[config.mk]
export PLATFORM = sky130hd
export DESIGN_NAME = clk_period_meter
export DESIGN_NICKNAME = d
export VERILOG_FILES = /design/src/rtl/clk_meas_pkg.sv /design/src/rtl/sync_edge_det.sv /design/src/rtl/clk_period_meter.sv
export SDC_FILE = /design/constraint.sdc
export NUM_CORES = 1
export LEC_CHECK = 0
export ABC_AREA = 1
export BUFFER_PORTS_ARGS = -buffer_cell sky130_fd_sc_hd__buf_2
export CORE_MARGIN = 2
export CORE_UTILIZATION = 45
export CTS_CLUSTER_DIAMETER = 120
export DETAILED_ROUTE_END_ITERATION = 10
export PLACE_DENSITY = 0.72
export REMOVE_ABC_BUFFERS = 1
export SKIP_CTS_REPAIR_TIMING = 1
export SYNTH_ARGS = -nofsm -noshare
export SYNTH_HDL_FRONTEND = slang
export SYNTH_SLANG_ARGS = --single-unit
export TNS_END_PERCENT = 10
[constraint.sdc]
create_clock -name CLK_in -period 3.4 [get_ports CLK_in]
set_input_delay 0.68 -clock CLK_in [delete_from_list [all_inputs] [get_ports CLK_in]]
set_output_delay 0.68 -clock CLK_in [all_outputs]
set_load 0.005 [all_outputs]
[src/rtl/clk_meas_pkg.sv]
`timescale 1ns/1ps
`default_nettype none
// ============================================================================
// Module      : clk_meas_pkg
// Description : Shared definitions for the clock period meter: FSM state
//               encoding and the default counter width.  The default width
//               matches the divisor width of the programmable clock divider,
//               so a divided clock can always be read back in full.
// Revision    : 1.0 - initial release
// ============================================================================
package clk_meas_pkg;

    // Default period/high-time counter width (same as divider n width)
    localparam int C_CNT_W_DEFAULT = 31;

    // Measurement FSM states, 2-bit encoding
    typedef enum logic [1:0] {
        ST_IDLE    = 2'd0,
        ST_ARMED   = 2'd1,
        ST_MEASURE = 2'd2,
        ST_TIMEOUT = 2'd3
    } meas_state_t;

endpackage : clk_meas_pkg
`default_nettype wire

[src/rtl/sync_edge_det.sv]
`timescale 1ns/1ps
`default_nettype none
// ============================================================================
// Module      : sync_edge_det
// Description : SYNC_STAGES-flop synchronizer followed by a registered edge
//               detector.  Rise and fall pulses share the same latency
//               (SYNC_STAGES+1 cycles from input change), so pulse widths
//               measured between them are preserved exactly.
//               No edge is reported until the synchronizer and the level
//               register hold genuinely sampled values, so the value left in
//               the flops by reset never produces a spurious edge.
// Ports       : clk_i   in  1  sampling clock
//               rst_i   in  1  asynchronous active-high reset
//               sig_i   in  1  asynchronous input
//               level_o out 1  synchronized level (aligned with the pulses)
//               rise_o  out 1  one-cycle pulse on synchronized rising edge
//               fall_o  out 1  one-cycle pulse on synchronized falling edge
// Revision    : 1.0 - initial release
// ============================================================================
module sync_edge_det #(
    parameter int SYNC_STAGES = 2
) (
    input  logic clk_i,
    input  logic rst_i,
    input  logic sig_i,
    output logic level_o,
    output logic rise_o,
    output logic fall_o
);

    logic [SYNC_STAGES-1:0] sync_q;
    // Shifts in ones after reset; the top bit marks that both the last
    // synchronizer stage and level_q hold real samples.
    logic [SYNC_STAGES:0]   fill_q;
    logic                   level_q;
    logic                   rise_q;
    logic                   fall_q;
    logic                   primed;
    logic                   sync_lvl;

    assign primed   = fill_q[SYNC_STAGES];
    assign sync_lvl = sync_q[SYNC_STAGES-1];

    always_ff @(posedge clk_i or posedge rst_i) begin
        if (rst_i) begin
            sync_q  <= '0;
            fill_q  <= '0;
            level_q <= 1'b0;
            rise_q  <= 1'b0;
            fall_q  <= 1'b0;
        end else begin
            sync_q  <= {sync_q[SYNC_STAGES-2:0], sig_i};
            fill_q  <= {fill_q[SYNC_STAGES-1:0], 1'b1};
            level_q <= sync_lvl;
            rise_q  <= primed &  sync_lvl & ~level_q;
            fall_q  <= primed & ~sync_lvl &  level_q;
        end
    end

    assign level_o = level_q;
    assign rise_o  = rise_q;
    assign fall_o  = fall_q;

endmodule : sync_edge_det
`default_nettype wire

[src/rtl/clk_period_meter.sv]
`timescale 1ns/1ps
`default_nettype none
// ============================================================================
// Module      : clk_period_meter
// Description : Measures a slow, possibly asynchronous signal in CLK_in
//               cycles: period (rise-to-rise) and optionally high time
//               (rise-to-fall).  A divided clock with divisor n reads back
//               period == n.  Reports a lock flag when two consecutive
//               periods match and a timeout when no rising edge arrives
//               within 2^CNT_W-1 cycles.
// Config      : CLK_PMETER_DUTY_EN - when defined, the high-time counter is
//               built; otherwise high_time is tied to zero.
// Ports       : CLK_in    in  1      measurement clock
//               rst       in  1      asynchronous active-high reset
//               sig_in    in  1      signal under measurement
//               period    out CNT_W  last complete period
//               high_time out CNT_W  last complete high time
//               valid     out 1      period updated this cycle
//               locked    out 1      last two periods equal
//               timeout   out 1      no rising edge within limit
// Revision    : 1.0 - initial release
// ============================================================================
module clk_period_meter
    import clk_meas_pkg::*;
#(
    parameter int CNT_W       = C_CNT_W_DEFAULT,
    parameter int SYNC_STAGES = 2
) (
    input  logic             CLK_in,
    input  logic             rst,
    input  logic             sig_in,
    output logic [CNT_W-1:0] period,
    output logic [CNT_W-1:0] high_time,
    output logic             valid,
    output logic             locked,
    output logic             timeout
);

    localparam logic [CNT_W-1:0] CNT_ONE   = {{(CNT_W-1){1'b0}}, 1'b1};
    localparam logic [CNT_W-1:0] CNT_MAX   = '1;
    // Count value from which the next increment reaches the limit
    localparam logic [CNT_W-1:0] CNT_LIMIT = CNT_MAX - CNT_ONE;

    logic level;
    logic rise;
    logic fall;

    sync_edge_det #(
        .SYNC_STAGES (SYNC_STAGES)
    ) u_sync_edge_det (
        .clk_i   (CLK_in),
        .rst_i   (rst),
        .sig_i   (sig_in),
        .level_o (level),
        .rise_o  (rise),
        .fall_o  (fall)
    );

    meas_state_t      state_q,   state_d;
    logic [CNT_W-1:0] cnt_q,     cnt_d;
    logic [CNT_W-1:0] period_q,  period_d;
    logic             valid_q,   valid_d;
    logic             locked_q,  locked_d;
    logic             timeout_q, timeout_d;
    // A previous period exists to compare against (cleared on timeout)
    logic             prev_ok_q, prev_ok_d;

    always_ff @(posedge CLK_in or posedge rst) begin
        if (rst) begin
            state_q   <= ST_IDLE;
            cnt_q     <= '0;
            period_q  <= '0;
            valid_q   <= 1'b0;
            locked_q  <= 1'b0;
            timeout_q <= 1'b0;
            prev_ok_q <= 1'b0;
        end else begin
            state_q   <= state_d;
            cnt_q     <= cnt_d;
            period_q  <= period_d;
            valid_q   <= valid_d;
            locked_q  <= locked_d;
            timeout_q <= timeout_d;
            prev_ok_q <= prev_ok_d;
        end
    end

    always_comb begin
        state_d   = state_q;
        cnt_d     = cnt_q;
        period_d  = period_q;
        valid_d   = 1'b0;
        locked_d  = locked_q;
        timeout_d = timeout_q;
        prev_ok_d = prev_ok_q;

        case (state_q)
            ST_IDLE: begin
                state_d = ST_ARMED;
            end
            ST_ARMED: begin
                // First edge only starts the count; nothing to report yet
                if (rise) begin
                    cnt_d   = CNT_ONE;
                    state_d = ST_MEASURE;
                end
            end
            ST_MEASURE: begin
                // Rise takes priority over reaching the limit
                if (rise) begin
                    period_d  = cnt_q;
                    valid_d   = 1'b1;
                    locked_d  = prev_ok_q && (cnt_q == period_q);
                    prev_ok_d = 1'b1;
                    cnt_d     = CNT_ONE;
                end else if (cnt_q == CNT_LIMIT) begin
                    cnt_d     = CNT_MAX;
                    timeout_d = 1'b1;
                    locked_d  = 1'b0;
                    prev_ok_d = 1'b0;
                    state_d   = ST_TIMEOUT;
                end else begin
                    cnt_d = cnt_q + CNT_ONE;
                end
            end
            ST_TIMEOUT: begin
                if (rise) begin
                    timeout_d = 1'b0;
                    cnt_d     = CNT_ONE;
                    state_d   = ST_MEASURE;
                end
            end
            default: begin
                state_d = ST_IDLE;
            end
        endcase
    end

    assign period  = period_q;
    assign valid   = valid_q;
    assign locked  = locked_q;
    assign timeout = timeout_q;

`ifdef CLK_PMETER_DUTY_EN
    logic [CNT_W-1:0] hcnt_q,  hcnt_d;
    logic [CNT_W-1:0] high_q,  high_d;
    // A rise has been seen since arming / timeout, so a fall is meaningful
    logic             hseen_q, hseen_d;

    always_ff @(posedge CLK_in or posedge rst) begin
        if (rst) begin
            hcnt_q  <= '0;
            high_q  <= '0;
            hseen_q <= 1'b0;
        end else begin
            hcnt_q  <= hcnt_d;
            high_q  <= high_d;
            hseen_q <= hseen_d;
        end
    end

    always_comb begin
        hcnt_d  = hcnt_q;
        high_d  = high_q;
        hseen_d = hseen_q;

        if (rise && (state_q != ST_IDLE)) begin
            hcnt_d  = CNT_ONE;
            hseen_d = 1'b1;
        end else begin
            if (fall && hseen_q) begin
                high_d = hcnt_q;
            end
            if (level && (hcnt_q != CNT_MAX)) begin
                hcnt_d = hcnt_q + CNT_ONE;
            end
        end

        if ((state_d == ST_TIMEOUT) && (state_q != ST_TIMEOUT)) begin
            hseen_d = 1'b0;
        end
    end

    assign high_time = high_q;
`else
    logic unused_edge;
    assign unused_edge = &{1'b0, level, fall};
    assign high_time   = '0;
`endif

endmodule : clk_period_meter
`default_nettype wire

=== After elaboration in Yosys (flattened, before gate mapping) ===
Index checks and enable logic that the tools add are counted.

* $add $sub $neg: 1
* Equal/unequal tests: 9
* Mux-type cells: 17
* Bitwise gates (word level): 3
* Reduce and logical (&&, ||, !) cells: 11

{| class="wikitable"
|+ Operator list
! operator !! count
|-
| $mux 31 || 3
|-
| $pmux 31 s2 || 1
|-
| $add 31x1->31 const B || 1
|-
| $eq 31x31->1 || 1
|-
| $eq 31x31->1 const B || 1
|-
| $mux 1 || 8
|-
| $mux 2 || 3
|-
| $pmux 2 s3 || 1
|-
| $reduce_and 2->1 || 3
|-
| $reduce_bool 2->1 || 3
|-
| $eq 2x2->1 const B || 2
|-
| $ne 2x1->1 const B || 2
|-
| $ne 2x2->1 const B || 2
|-
| $reduce_and 4->1 || 1
|-
| $reduce_and 3->1 || 1
|-
| $and 1x1->1 || 2
|-
| $eq 2x1->1 const B || 1
|-
| $logic_not 2->1 || 1
|-
| $pmux 1 s2 || 1
|-
| $reduce_or 2->1 || 1
|-
| $logic_and 1x1->1 || 1
|-
| $not 1->1 || 1
|}

* Flip-flop bits (word level): 75
* Input port bits: 3
* Output and inout port bits: 65
* Logic and storage cells: 52

=== Logic depth before layout (Yosys ltp) ===
* Depth in word-level cells: 4
* Mapped depth: 11
* Mapped depth without buffers: 10

=== Hierarchy ===
Synthesis repeated with hierarchy kept, for this count alone.

* Cells, all modules: 663
* Area, all modules: 4700.8 um2

{| class="wikitable"
|+ Modules (own cells, without submodules)
! module !! times used !! cells each !! area an instance (um2) !! sequential area each (um2)
|-
| clk_period_meter || 1 || 649 || 4478.0 || 1701.6
|-
| sync_edge_det || 1 || 14 || 222.7 || 200.2
|}

=== Worst setup path before layout ===
Ideal clock, no wire load.

* Path kind: register to register
* Start: register cnt_q[0]
* End: register cnt_q[12]
* Library setup time: 117 ps
* Data arrival time: 1423 ps
* Data required time: 3283 ps
* Path slack: 1860 ps
* Cell stages (with the launch flop): 10
* Path buffers: 0
* Period minus slack after synthesis: 1540 ps
* Path through: dfrtp_1 ha_1 inv_1 nor2_1 nand2_1 nor2_2 xor2_1 nand2_1 nand2_1 nand2_1

* Cells in the longest elaborated chain, start to end: 4
* Elaborated cells between the ends (all ways): 5
* Those cells by class: add/sub: 1; eq/ne: 1; mux: 3

{| class="wikitable"
|+ Ends and longest elaborated chain
! element !! line !! RTL
|-
| start, declared || clk_period_meter.sv:60 || <nowiki>logic [CNT_W-1:0] cnt_q, cnt_d;</nowiki>
|-
| start signal, assigned || clk_period_meter.sv:79 || <nowiki>cnt_q <= cnt_d;</nowiki>
|-
| $add 31x1->31 or $eq 31x31->1 (tied branches) || clk_period_meter.sv:123, clk_period_meter.sv:116 ||
|-
| $mux 31 (*) || clk_period_meter.sv:116 || <nowiki>end else if (cnt_q == CNT_LIMIT) begin</nowiki>
|-
| $mux 31 (*) || clk_period_meter.sv:110 || <nowiki>if (rise) begin</nowiki>
|-
| $pmux 31 s2 (*) || clk_period_meter.sv:97 || <nowiki>case (state_q)</nowiki>
|}

Every way passes the cells marked *; elsewhere a longest branch is shown, timed or not.
A chain may end at the register's enable or synchronous reset.

=== Worst setup path after layout ===
* Start: register u_sync_edge_det.rise_q, in the netlist u_sync_edge_det.rise_o
* End: register cnt_q[2]

* Cells in the longest elaborated chain, start to end: 2
* Elaborated cells between the ends (all ways): 4
* Those cells by class: eq/ne: 1; mux: 2; reduce/logical: 1

{| class="wikitable"
|+ Ends and longest elaborated chain
! element !! line !! RTL
|-
| start, declared || sync_edge_det.sv:36 || <nowiki>logic rise_q;</nowiki>
|-
| start signal, assigned || sync_edge_det.sv:55 || <nowiki>rise_q <= primed & sync_lvl & ~level_q;</nowiki>
|-
| $mux 31 or $ne 2x1->1 (tied branches) || n/a ||
|-
| $pmux 31 s2 or $reduce_and 2->1 (tied branches) || n/a ||
|}

Parallel ways exist; a longest one is shown, timed or not.

==> flow_metrics.tcl <==
set metrics [dict create \
    skew_ns 0.0104 \
    syn2layout_area_growth_pct 8.65 \
    finalSetupViolCount 0 \
    tightest_slew_ns 0.871 \
    cap_violations 0 \
    synth_seq_cells 75 \
    portBuffers 36 \
    seq_area_um2 1880 \
    htreeDepth 3 \
    drv_slew 0 \
    hold_path_class "reg -> reg" \
    leakage_nw 2.46 \
    cts_tree "built" \
    num_antenna_cells 0 \
    yosys.area.top_type "dfrtp_1" \
    track_usage_pct 21.2 \
    grt_pass1_wl_mm 18.6 \
    path_class "reg -> reg" \
    dpl.hpwl_mm 8.46 \
    setup_tns_ns 0 \
    drive_above_1_share_pct 11.8 \
    period_needed_ns 2.10 \
    seqPwrFrac_pct 46.9 \
    status "completed" \
    fin_crit_sh_pct 61.8 \
    synthArstFlopShare_pct 100 \
    multi_input_area_um2 2200 \
    yosysTopAreaCellShare_pct 41.3 \
    gp_congestion 0.956 \
    drc 0 \
    seq_area_frac_synth_pct 41.3 \
    first_pass_iters 5 \
    synth_common_cells "nand2_1, dfrtp_1, inv_1" \
    rsz0062_at_grt "false" \
    placed_area_um2 4740 \
    postSynthCellCount 665 \
    coreArea_um2 9770 \
    pwr-share-comb_pct 22.1 \
    start_util_pct 46.4 \
    max_freq_ghz 0.476 \
    via_per_inst 4.94 \
    cts_buffer_depth 2 \
    netlist_area_um2 4540 \
    ys_warn_count 0 \
    required_ns 3.64 \
    grt_pass1_vias 3885 \
    synth_cell_types 26 \
    fp.dieW_um 104 \
    power.internal_mw 1.38 \
    power.switching_mw 0.808 \
    num-fill-cells 958 \
    wl_per_cell_um 13.2 \
    fin_nets 706 \
    finalInstanceArea_um2 4930 \
    cp_max_fo 19 \
    avgSynthCellArea_um2 6.83 \
    endpoint_kind "flop" \
    antenna_found_initial 1 \
    num_rows 36 \
    drt_iter0_drc 297 \
    p_clk_share_pct 31.0 \
    p_per_area_nw_per_um2 443 \
    synth-edff-count 0 \
    cts_sinks 75 \
    grt_max_degree 42 \
    cts-root-buf "clkbuf_8" \
    relSlewSlack_pct 41.9 \
    start_kind "flop" \
    numCtsBuffers 9 \
    cp.arrival_ns 2.34 \
    detail-route-antenna-nets 0 \
    switching_share_pct 37.0 \
    vias 4146 \
    finalHoldViolCount 0 \
    grt-ovfl-total 0 \
    hold_path_depth 0 \
    yosysMostFrequentCell "nand2_1" \
    fp.dieH_um 104 \
    synth_top_cells_by_area "dfrtp_1, nand2_1, o21ai_0, inv_1, nor2_1" \
    reg2reg_depth 5 \
    io_pins 68 \
    ir_drop_mv 0.262 \
    wl_mm 11.0 \
    clock_latency_ns 0.36 \
    clkTransAtPathRegs_ns 0.09 \
    synth_flop_cell "dfrtp_1" \
    die-area_um2 10900 \
]
cells by family (layout without fill, tap and decap cells):
family | Yosys count | count (layout) | share of synthesized area [%]
AOI/OAI and AO/OA | 62 | 62 | 6.97
xor gates and xnor gates | 13 | 13 | 2.51
adders and majority gates | 2 | 2 | 0.551
buffers and inverters | 119 | 130 | 12.8
DFF | 75 | 75 | 41.3
other | 2 | 32 | 0.165
and+or+nand+nor | 392 | 392 | 35.7
critical path, stage by stage, from the launching register on:
cell	delay, ns
dfrtp_1	0.46
nand2_1	0.12
nand2_1	0.36
clkinv_1	0.63
a21oi_1	0.30
o21ai_0	0.11
per-stage QoR:
step / instances / worst slack, ns / power, mW / util [%] / hold slack (ns)
global route: 839 / 1.11 / 2.32 / 50.5 / 0.368
global placement: 823 / 1.44 / 1.51 / 48.5 / 0.331
finish: 839 / 1.30 / 2.19 / 50.5 / 0.357
floorplan: 650 / 0.810 / 1.34 / - / 0.331
detailed placement: 823 / 1.36 / 1.52 / 48.5 / 0.340
CTS: 839 / 1.32 / 2.20 / 50.5 / 0.362
area by class of cell:
cell class / count / share of cell area (%)
Sequential cell: 75 / 38.1
Inverter: 74 / 5.63
Multi-Input combinational cell: 501 / 44.6
Clock inverter: 7 / 1.34
Tap cell: 133 / 3.37
Timing Repair Buffer: 40 / 4.52
Clock buffer: 9 / 2.51
flip-flops by register name, indices dropped and copies added, names as in the netlist, 2 cells and up:
signal,flops
cnt_q,31
period,31
state_q,2
u_sync_edge_det.fill_q,3
u_sync_edge_det.sync_q,2
power by group through the flow:
stage          clock (mW)  sequential [mW]  combinational (mW)
2_1_floorplan           0             1.03               0.308
3_3_place_gp            0             1.04               0.470
3_5_place_dp            0             1.04               0.476
4_1_cts             0.692             1.02               0.479
5_1_grt             0.725             1.04               0.554
6_report            0.677             1.03               0.483
placed cells by master, fill, tap and decap left out, types with 2 or more instances in the layout:
cell type  Yosys  final
buf_2          1     36
inv_6          0      4
xnor2_1        5      5
buf_4         31      3
nor2_4         3      3
ha_1           2      2
inv_1         71     70
clkbuf_8       0      9
inv_2          2      3
nand2_1      260    260
nor2_1        70     69
nand3_1       39     39
nand3_2        6      6
inv_8          0      2
nand2_2        6      6
a31oi_1        3      3
o21ai_0       54     54
xor2_1         8      8
nor2_2         6      7
a21oi_1        3      3
conb_1         2     32
dfrtp_1       75     75
routing by layer:
metal	part of all wire (%)	GRT usage, %	vias to the layer above
met5	0.11	0	-
met4	2.5	7.24	2
met3	7.1	5.08	27
met2	47	34.5	154
met1	44	27.8	1913
li1	-	-	2050
worst paths after layout:
check	start	to	slack [ns]
worst max-delay path	u_sync_edge_det.rise_o	cnt_q[2]	1.30
worst min-delay path	u_sync_edge_det.fill_q[0]	u_sync_edge_det.fill_q[1]	0.36
worst max register to register	u_sync_edge_det.rise_o	cnt_q[2]	1.30
worst min register to register	u_sync_edge_det.fill_q[0]	u_sync_edge_det.fill_q[1]	0.36
max in group asynchronous	rst	cnt_q[10]	2.29
min in group asynchronous	rst	valid	0.44
No activity file was read; power rests on OpenSTA's default activity.
